--- src/rtl/sad_engine.sv ---
// sad_engine: sum-of-absolute-differences engine (controller + datapath).
// Consumes LANES pixel pairs per accepted beat, accumulates |a-b| over an
// N_PIX block and publishes the registered SAD alongside a one-cycle done_o pulse.
// Optional feature macro: SAD_EARLY_TERM_EN (threshold early termination,
// adds thr_i / early_o).
module sad_engine #(
  parameter int PIX_W = 8,
  parameter int N_PIX = 256,
  parameter int LANES = 4,
  localparam int SAD_W = PIX_W + $clog2(N_PIX)
) (
  input  logic                   clk_i,
  input  logic                   rst_i,
  input  logic                   start_i,
  input  logic                   abort_i,
  input  logic [LANES*PIX_W-1:0] a_i,
  input  logic [LANES*PIX_W-1:0] b_i,
  input  logic                   valid_i,
`ifdef SAD_EARLY_TERM_EN
  input  logic [SAD_W-1:0]       thr_i,
  output logic                   early_o,
`endif
  output logic                   ready_o,
  output logic                   busy_o,
  output logic                   done_o,
  output logic [SAD_W-1:0]       sad_o
);

  localparam int CNT_W = $clog2(N_PIX + 1);

  // Block size must split evenly into beats.
  if (N_PIX % LANES != 0) begin : g_bad_cfg
    $error("sad_engine: N_PIX must be a multiple of LANES");
  end

  typedef enum logic [1:0] {IDLE, CLEAR, ACC, DONE} state_t;

  state_t             state_q, state_d;
  logic [SAD_W-1:0]   sum_q, sum_d;
  logic [CNT_W-1:0]   cnt_q, cnt_d;
  logic [SAD_W-1:0]   sad_q, sad_d;
  logic               early_q, early_d;

  logic [PIX_W:0]     diff [LANES];
  logic [SAD_W-1:0]   beat_sum;
  logic [SAD_W-1:0]   new_sum;
  logic               accept;
  logic               last_beat;
  logic               over_thr;

  // Per-lane absolute difference, one extra bit of headroom.
  for (genvar gi = 0; gi < LANES; gi++) begin : g_lane
    logic [PIX_W:0] a_ext, b_ext;
    assign a_ext    = {1'b0, a_i[gi*PIX_W +: PIX_W]};
    assign b_ext    = {1'b0, b_i[gi*PIX_W +: PIX_W]};
    assign diff[gi] = (a_ext >= b_ext) ? (a_ext - b_ext) : (b_ext - a_ext);
  end

  // Reduce lane differences to one beat contribution at full result width.
  always_comb begin
    beat_sum = '0;
    for (int k = 0; k < LANES; k++) begin
      beat_sum = beat_sum + SAD_W'(diff[k]);
    end
  end

  assign new_sum   = sum_q + beat_sum;
  assign accept    = valid_i && ready_o;
  assign last_beat = (cnt_q == CNT_W'(N_PIX - LANES));
`ifdef SAD_EARLY_TERM_EN
  assign over_thr  = (new_sum > thr_i);
`else
  assign over_thr  = 1'b0;
`endif

  // Next-state and datapath update; abort takes priority over a beat accept.
  always_comb begin
    state_d = state_q;
    sum_d   = sum_q;
    cnt_d   = cnt_q;
    sad_d   = sad_q;
    early_d = early_q;
    case (state_q)
      IDLE: begin
        if (start_i) state_d = CLEAR;
      end
      CLEAR: begin
        sum_d   = '0;
        cnt_d   = '0;
        state_d = abort_i ? IDLE : ACC;
      end
      ACC: begin
        if (abort_i) begin
          state_d = IDLE;
        end else if (accept) begin
          sum_d = new_sum;
          cnt_d = cnt_q + CNT_W'(LANES);
          // Result is captured on entry to DONE so sad_o is valid with done_o.
          if (last_beat || over_thr) begin
            state_d = DONE;
            sad_d   = new_sum;
            early_d = over_thr;
          end
        end
      end
      DONE: begin
        state_d = IDLE;
      end
      default: state_d = IDLE;
    endcase
  end

  // State and datapath registers, asynchronously cleared.
  always_ff @(posedge clk_i or posedge rst_i) begin
    if (rst_i) begin
      state_q <= IDLE;
      sum_q   <= '0;
      cnt_q   <= '0;
      sad_q   <= '0;
      early_q <= 1'b0;
    end else begin
      state_q <= state_d;
      sum_q   <= sum_d;
      cnt_q   <= cnt_d;
      sad_q   <= sad_d;
      early_q <= early_d;
    end
  end

  assign ready_o = (state_q == ACC);
  assign busy_o  = (state_q != IDLE);
  assign done_o  = (state_q == DONE);
  assign sad_o   = sad_q;
`ifdef SAD_EARLY_TERM_EN
  assign early_o = early_q;
`else
  // Early-termination state is unused when the feature is compiled out.
  logic unused_early;
  assign unused_early = early_q;
`endif

endmodule
--- config.mk ---
export PLATFORM = sky130hd
export DESIGN_NAME = sad_engine
export DESIGN_NICKNAME = d
export VERILOG_FILES = /design/src/rtl/sad_engine.sv
export SDC_FILE = /design/constraint.sdc
export NUM_CORES = 1
export LEC_CHECK = 0
export CORE_UTILIZATION = 36
export DETAILED_ROUTE_END_ITERATION = 16
export GPL_ROUTABILITY_DRIVEN = 0
export SETUP_SLACK_MARGIN = 0.4
export SLEW_MARGIN = 40
export SYNTH_ARGS = -nofsm -noshare
export SYNTH_HDL_FRONTEND = slang
export SYNTH_SLANG_ARGS = --single-unit
--- constraint.sdc ---
create_clock -name clk_i -period 4.4 [get_ports clk_i]
set_input_delay 0.66 -clock clk_i [delete_from_list [all_inputs] [get_ports clk_i]]
set_output_delay 0.66 -clock clk_i [all_outputs]
set_load 0.05 [all_outputs]
==> results.md <==
* Outcome: finished with violations
* Violated checks: setup timing
* DIE WIDTH at 131 um
* Path type of the worst setup path: in -> reg
* Leading cell types in the layout, fill and taps excluded: sky130_fd_sc_hd__buf_4 (204), sky130_fd_sc_hd__inv_1 (90), sky130_fd_sc_hd__clkdlybuf4s50_1 (55), sky130_fd_sc_hd__nand2_1 (47), sky130_fd_sc_hd__ha_1 (46)
* Static leakage at approximately 4.7 nW
* Worst-case vdd ir drop at 0.00102 V
* Critical Path Most Common Cell: sky130_fd_sc_hd__buf_6
* Dominant cell type by area after synthesis: sky130_fd_sc_hd__dfrtp_1
* Count of flip-flops with a built-in enable after synthesis at 0
* Register clock-pin slew on the reported worst setup and hold paths at 0.06 ns
* Fraction of final layout cells sized beyond drive strength 1 at 0.433
* CTS Hold Bufs at 0
* Worst Hold Margin at between 0.4 and 0.5 ns
* Die height at 131 um
* Synth async-reset ratio at 1.00
* N_diodes at 0
* Number of buffers created by CTS at 5
* Fin. max-slew vios at 0
* Highest clock frequency the design can meet at 0.191 GHz
* Post-Syn Nets at 914
* Yosys warning total at 0
* Via Count at 6312
* Flops & latches, synth at between 40 and 50
* Part of the cycle the worst path needs at 1.19
* Most used flip-flop cell after synthesis: sky130_fd_sc_hd__dfrtp_1
* Setup Skew at 0.00633 ns
* Mean cell area of the mapped netlist at 8.27 sq um
* Cell at the slowest stage of the critical path: sky130_fd_sc_hd__fa_2
* Maximum Capacitance Violations at 0
* Data arrival at the endpoint of the critical path at roughly 5.4 ns
* First-pass GRT wire length at around 31 mm
* Final sum of negative setup slack at -17.43 ns
* Core box area at 16100 sq um
* Buffer levels on the longest clock path at 2
* Largest stage delay on the critical path at ~0.59 ns
* Deepest level of the CTS H-tree at 2
* Port-buffer cells at 87
* Final routed wire length divided by cell count at roughly 15 um
* Die ar. at 17300 sq um
* Pin count of the biggest net entering global routing at 42
* Switching power summed over all nets at approximately 0.0040 W
* Flop-to-flop setup slack at 0.52 ns
* Slack of the critical path at -0.837 ns
* Kind of end point of the critical path: register
* R2R Path End: sad_o[15]
* Cell Pwr Density at 875 nW/um^2
* Commonest non-fill, non-tap cell in the layout: sky130_fd_sc_hd__buf_4
* Layout overhead on the synthesized area at 63.8%
* Setup Viol. Count Final at 28
* Kind of launch point of the worst setup path: primary input
* Number of distinct library cells after synthesis at 62
* Logic gate share of total power at 0.898
* Fraction of power consumed by the clock network at 0.049
* Setup repair after global routing missed its margin: true
* Cell internal pwr at 0.00459 W
* Nets at 1206
* Initial DRC count at 338
* Starting utilization of the core area at 0.374
* Syn Inst Count at 729
* Worst Hold Launch: sad_o[3]
* Netlist Area Pre-Place at 6030 sq um
* Largest fanout on the critical path at 3
* Crit path cell chain: buf_6, buf_6, ha_4, a21o_1, a21oi_2, nand2_2, nor3_4, buf_4, buf_6, mux2i_2, xnor2_1, fa_1, fa_1, inv_2, fa_2, inv_2, ha_4, a211oi_4, nor2_4, a211oi_4, nor3_2, nor3b_2, a21o_1
* Final count of hold timing violations at 0
* Sequential-to-total area share from yosys stat at 0.170
* Net switching share of the total power at 0.469
* Tightest Hold Check Type: reg -> reg
* Insertion delay of the later-clocked pin in the worst-skew pair at between 0.2 and 0.3 ns
* Minimum period implied by the final worst setup slack at roughly 5.2 ns
* Relative slew slack at 0.538
* Global-route congestion overflow total at 0
* Sinks on the clock net at between 40 and 50
* Via/cell ratio at roughly 5.1
* Worst-case hold path end point: sad_o[3]
* Leading cell types by total area after synthesis: sky130_fd_sc_hd__dfrtp_1 (17%), sky130_fd_sc_hd__ha_1 (17%), sky130_fd_sc_hd__fa_1 (11%), sky130_fd_sc_hd__inv_1 (7.6%), sky130_fd_sc_hd__o21ai_0 (4.4%)
* Hold-critical path depth at 2
* # rows at 46
* Total half-perimeter wirelength after legalization and detailed placement at around 14 mm
* Routed Antenna Nets at 0
* Number of antenna violations at the first check in global routing at 0
* Vias in the first global route at 6560
* Sequential share of power at 0.053
* Share of the synthesized area in the top cell type at 0.170
* Post-Place Setup Slack at -1.74 ns
* Aggregate routed wire length at 18.7 mm
* Startpoint of the worst-slack reg-to-reg timing path: sum_q[1]
* 1st-pass router iterations at 5
* Pin slew with the least headroom to its limit at slightly below 0.7 ns
* Gr usage total at 0.213
* Register-to-Register Path Depth at 15
* Clock tree from TritonCTS: yes
* Cell at the root of the clock tree: sky130_fd_sc_hd__clkbuf_16
* Num ports at 88
* Drc violations at 0
* Required time at the endpoint of the critical path at 4.57 ns
[layer usage]
layer,track usage,vias to the layer above,share of wire
met5,0,-,0
met4,0.0497,0,0.014
li1,-,3056,-
met3,0.0204,20,0.033
met2,0.394,147,0.51
met1,0.265,3089,0.44
[cell usage after synthesis (3+ instances only)]
cell type	n
sky130_fd_sc_hd__a211oi_1	6
sky130_fd_sc_hd__a21o_1	22
sky130_fd_sc_hd__a21oi_1	46
sky130_fd_sc_hd__a21oi_2	3
sky130_fd_sc_hd__a221o_1	3
sky130_fd_sc_hd__a221oi_1	3
sky130_fd_sc_hd__a31oi_1	8
sky130_fd_sc_hd__and2_1	6
sky130_fd_sc_hd__and3_1	3
sky130_fd_sc_hd__buf_2	8
sky130_fd_sc_hd__clkbuf_1	16
sky130_fd_sc_hd__dfrtp_1	41
sky130_fd_sc_hd__fa_1	34
sky130_fd_sc_hd__ha_1	82
sky130_fd_sc_hd__inv_1	122
sky130_fd_sc_hd__mux2_2	12
sky130_fd_sc_hd__mux2i_1	19
sky130_fd_sc_hd__nand2_1	50
sky130_fd_sc_hd__nand2b_1	9
sky130_fd_sc_hd__nand3_1	25
sky130_fd_sc_hd__nand4_1	9
sky130_fd_sc_hd__nor2_1	32
sky130_fd_sc_hd__nor2b_1	12
sky130_fd_sc_hd__nor3_1	9
sky130_fd_sc_hd__o211ai_1	8
sky130_fd_sc_hd__o21a_1	5
sky130_fd_sc_hd__o21ai_0	53
sky130_fd_sc_hd__o21bai_1	5
sky130_fd_sc_hd__o221ai_1	4
sky130_fd_sc_hd__o31ai_1	4
sky130_fd_sc_hd__or3_1	4
sky130_fd_sc_hd__xnor2_1	15
sky130_fd_sc_hd__xor2_1	12
[worst max-delay path: cells and delay by family]
kind            cells  cell delay (ns)
mux                 1             0.20
buf+inv             6             0.53
simple gates        5             0.67
fa+ha+maj           5             2.01
compound gates      5             1.17
xor+xnor            1             0.16
[cell type report]
type | instances | area [sq um]
Sequential cell | 41 | 1030
Clock inverter | 3 | 46.3
Clock buffer | 5 | 125
Inverter | 122 | 473
Multi-Input combinational cell | 540 | 5380
Fill cell | 1334 | 6240
Tap cell | 216 | 270
Timing Repair Buffer | 311 | 2550
[state kept, by name (all words and copies together), names as in the netlist]
name     count
cnt_q        7
sum_q       16
sad_o       16
state_q      2
[how the worst max path moves through the flow]
stage	start	end	slack, ns	cells past startpoint
global placement	b_i[24]	sad_o[15]	-1.62	24
finish	a_i[29]	sum_q[14]	-0.84	23
CTS	a_i[30]	sad_o[15]	-0.73	24
global route	a_i[25]	sad_o[15]	-1.0	24
detailed placement	b_i[24]	sad_o[15]	-1.74	24
floorplan	b_i[28]	sum_q[13]	-0.84	20
[through the flow]
step / utilization / power, W / instances / instance area (sq um)
floorplan: - / 0.00338 / 729 / 6330
global placement: 0.539 / 0.00509 / 1188 / 8680
detailed placement: 0.540 / 0.00520 / 1189 / 8690
CTS: 0.597 / 0.00771 / 1228 / 9610
global route: 0.613 / 0.00914 / 1238 / 9870
finish: 0.613 / 0.00864 / 1238 / 9870
[power by group through the flow]
stage	sequential, W	combinational [W]	clock, W
final	0.000460	0.00776	0.000421
after detailed placement	0.000465	0.00474	0
after CTS	0.000456	0.00682	0.000428
after floorplan	0.000450	0.00293	0
after global routing	0.000463	0.00824	0.000440
after global placement	0.000464	0.00462	0
[logic make-up (layout without fill, tap and decap cells)]
kind of cell | Yosys count | after routing | synth area share
fa+ha+maj | 116 | 116 | 0.283
simple gates | 171 | 171 | 0.141
buf+inv | 148 | 441 | 0.0963
flops | 41 | 41 | 0.170
xor+xnor | 27 | 27 | 0.0392
compound gates | 193 | 193 | 0.211
mux | 33 | 33 | 0.0590
[timing repair]
action	CTS	global route
gates resized for setup	255	53
hold endpoints to repair	0	0
endpoints found under the setup margin	30	30
setup buffers	31	10
pin swaps	104	55
Note: power is estimated with default switching activity, not from simulation.
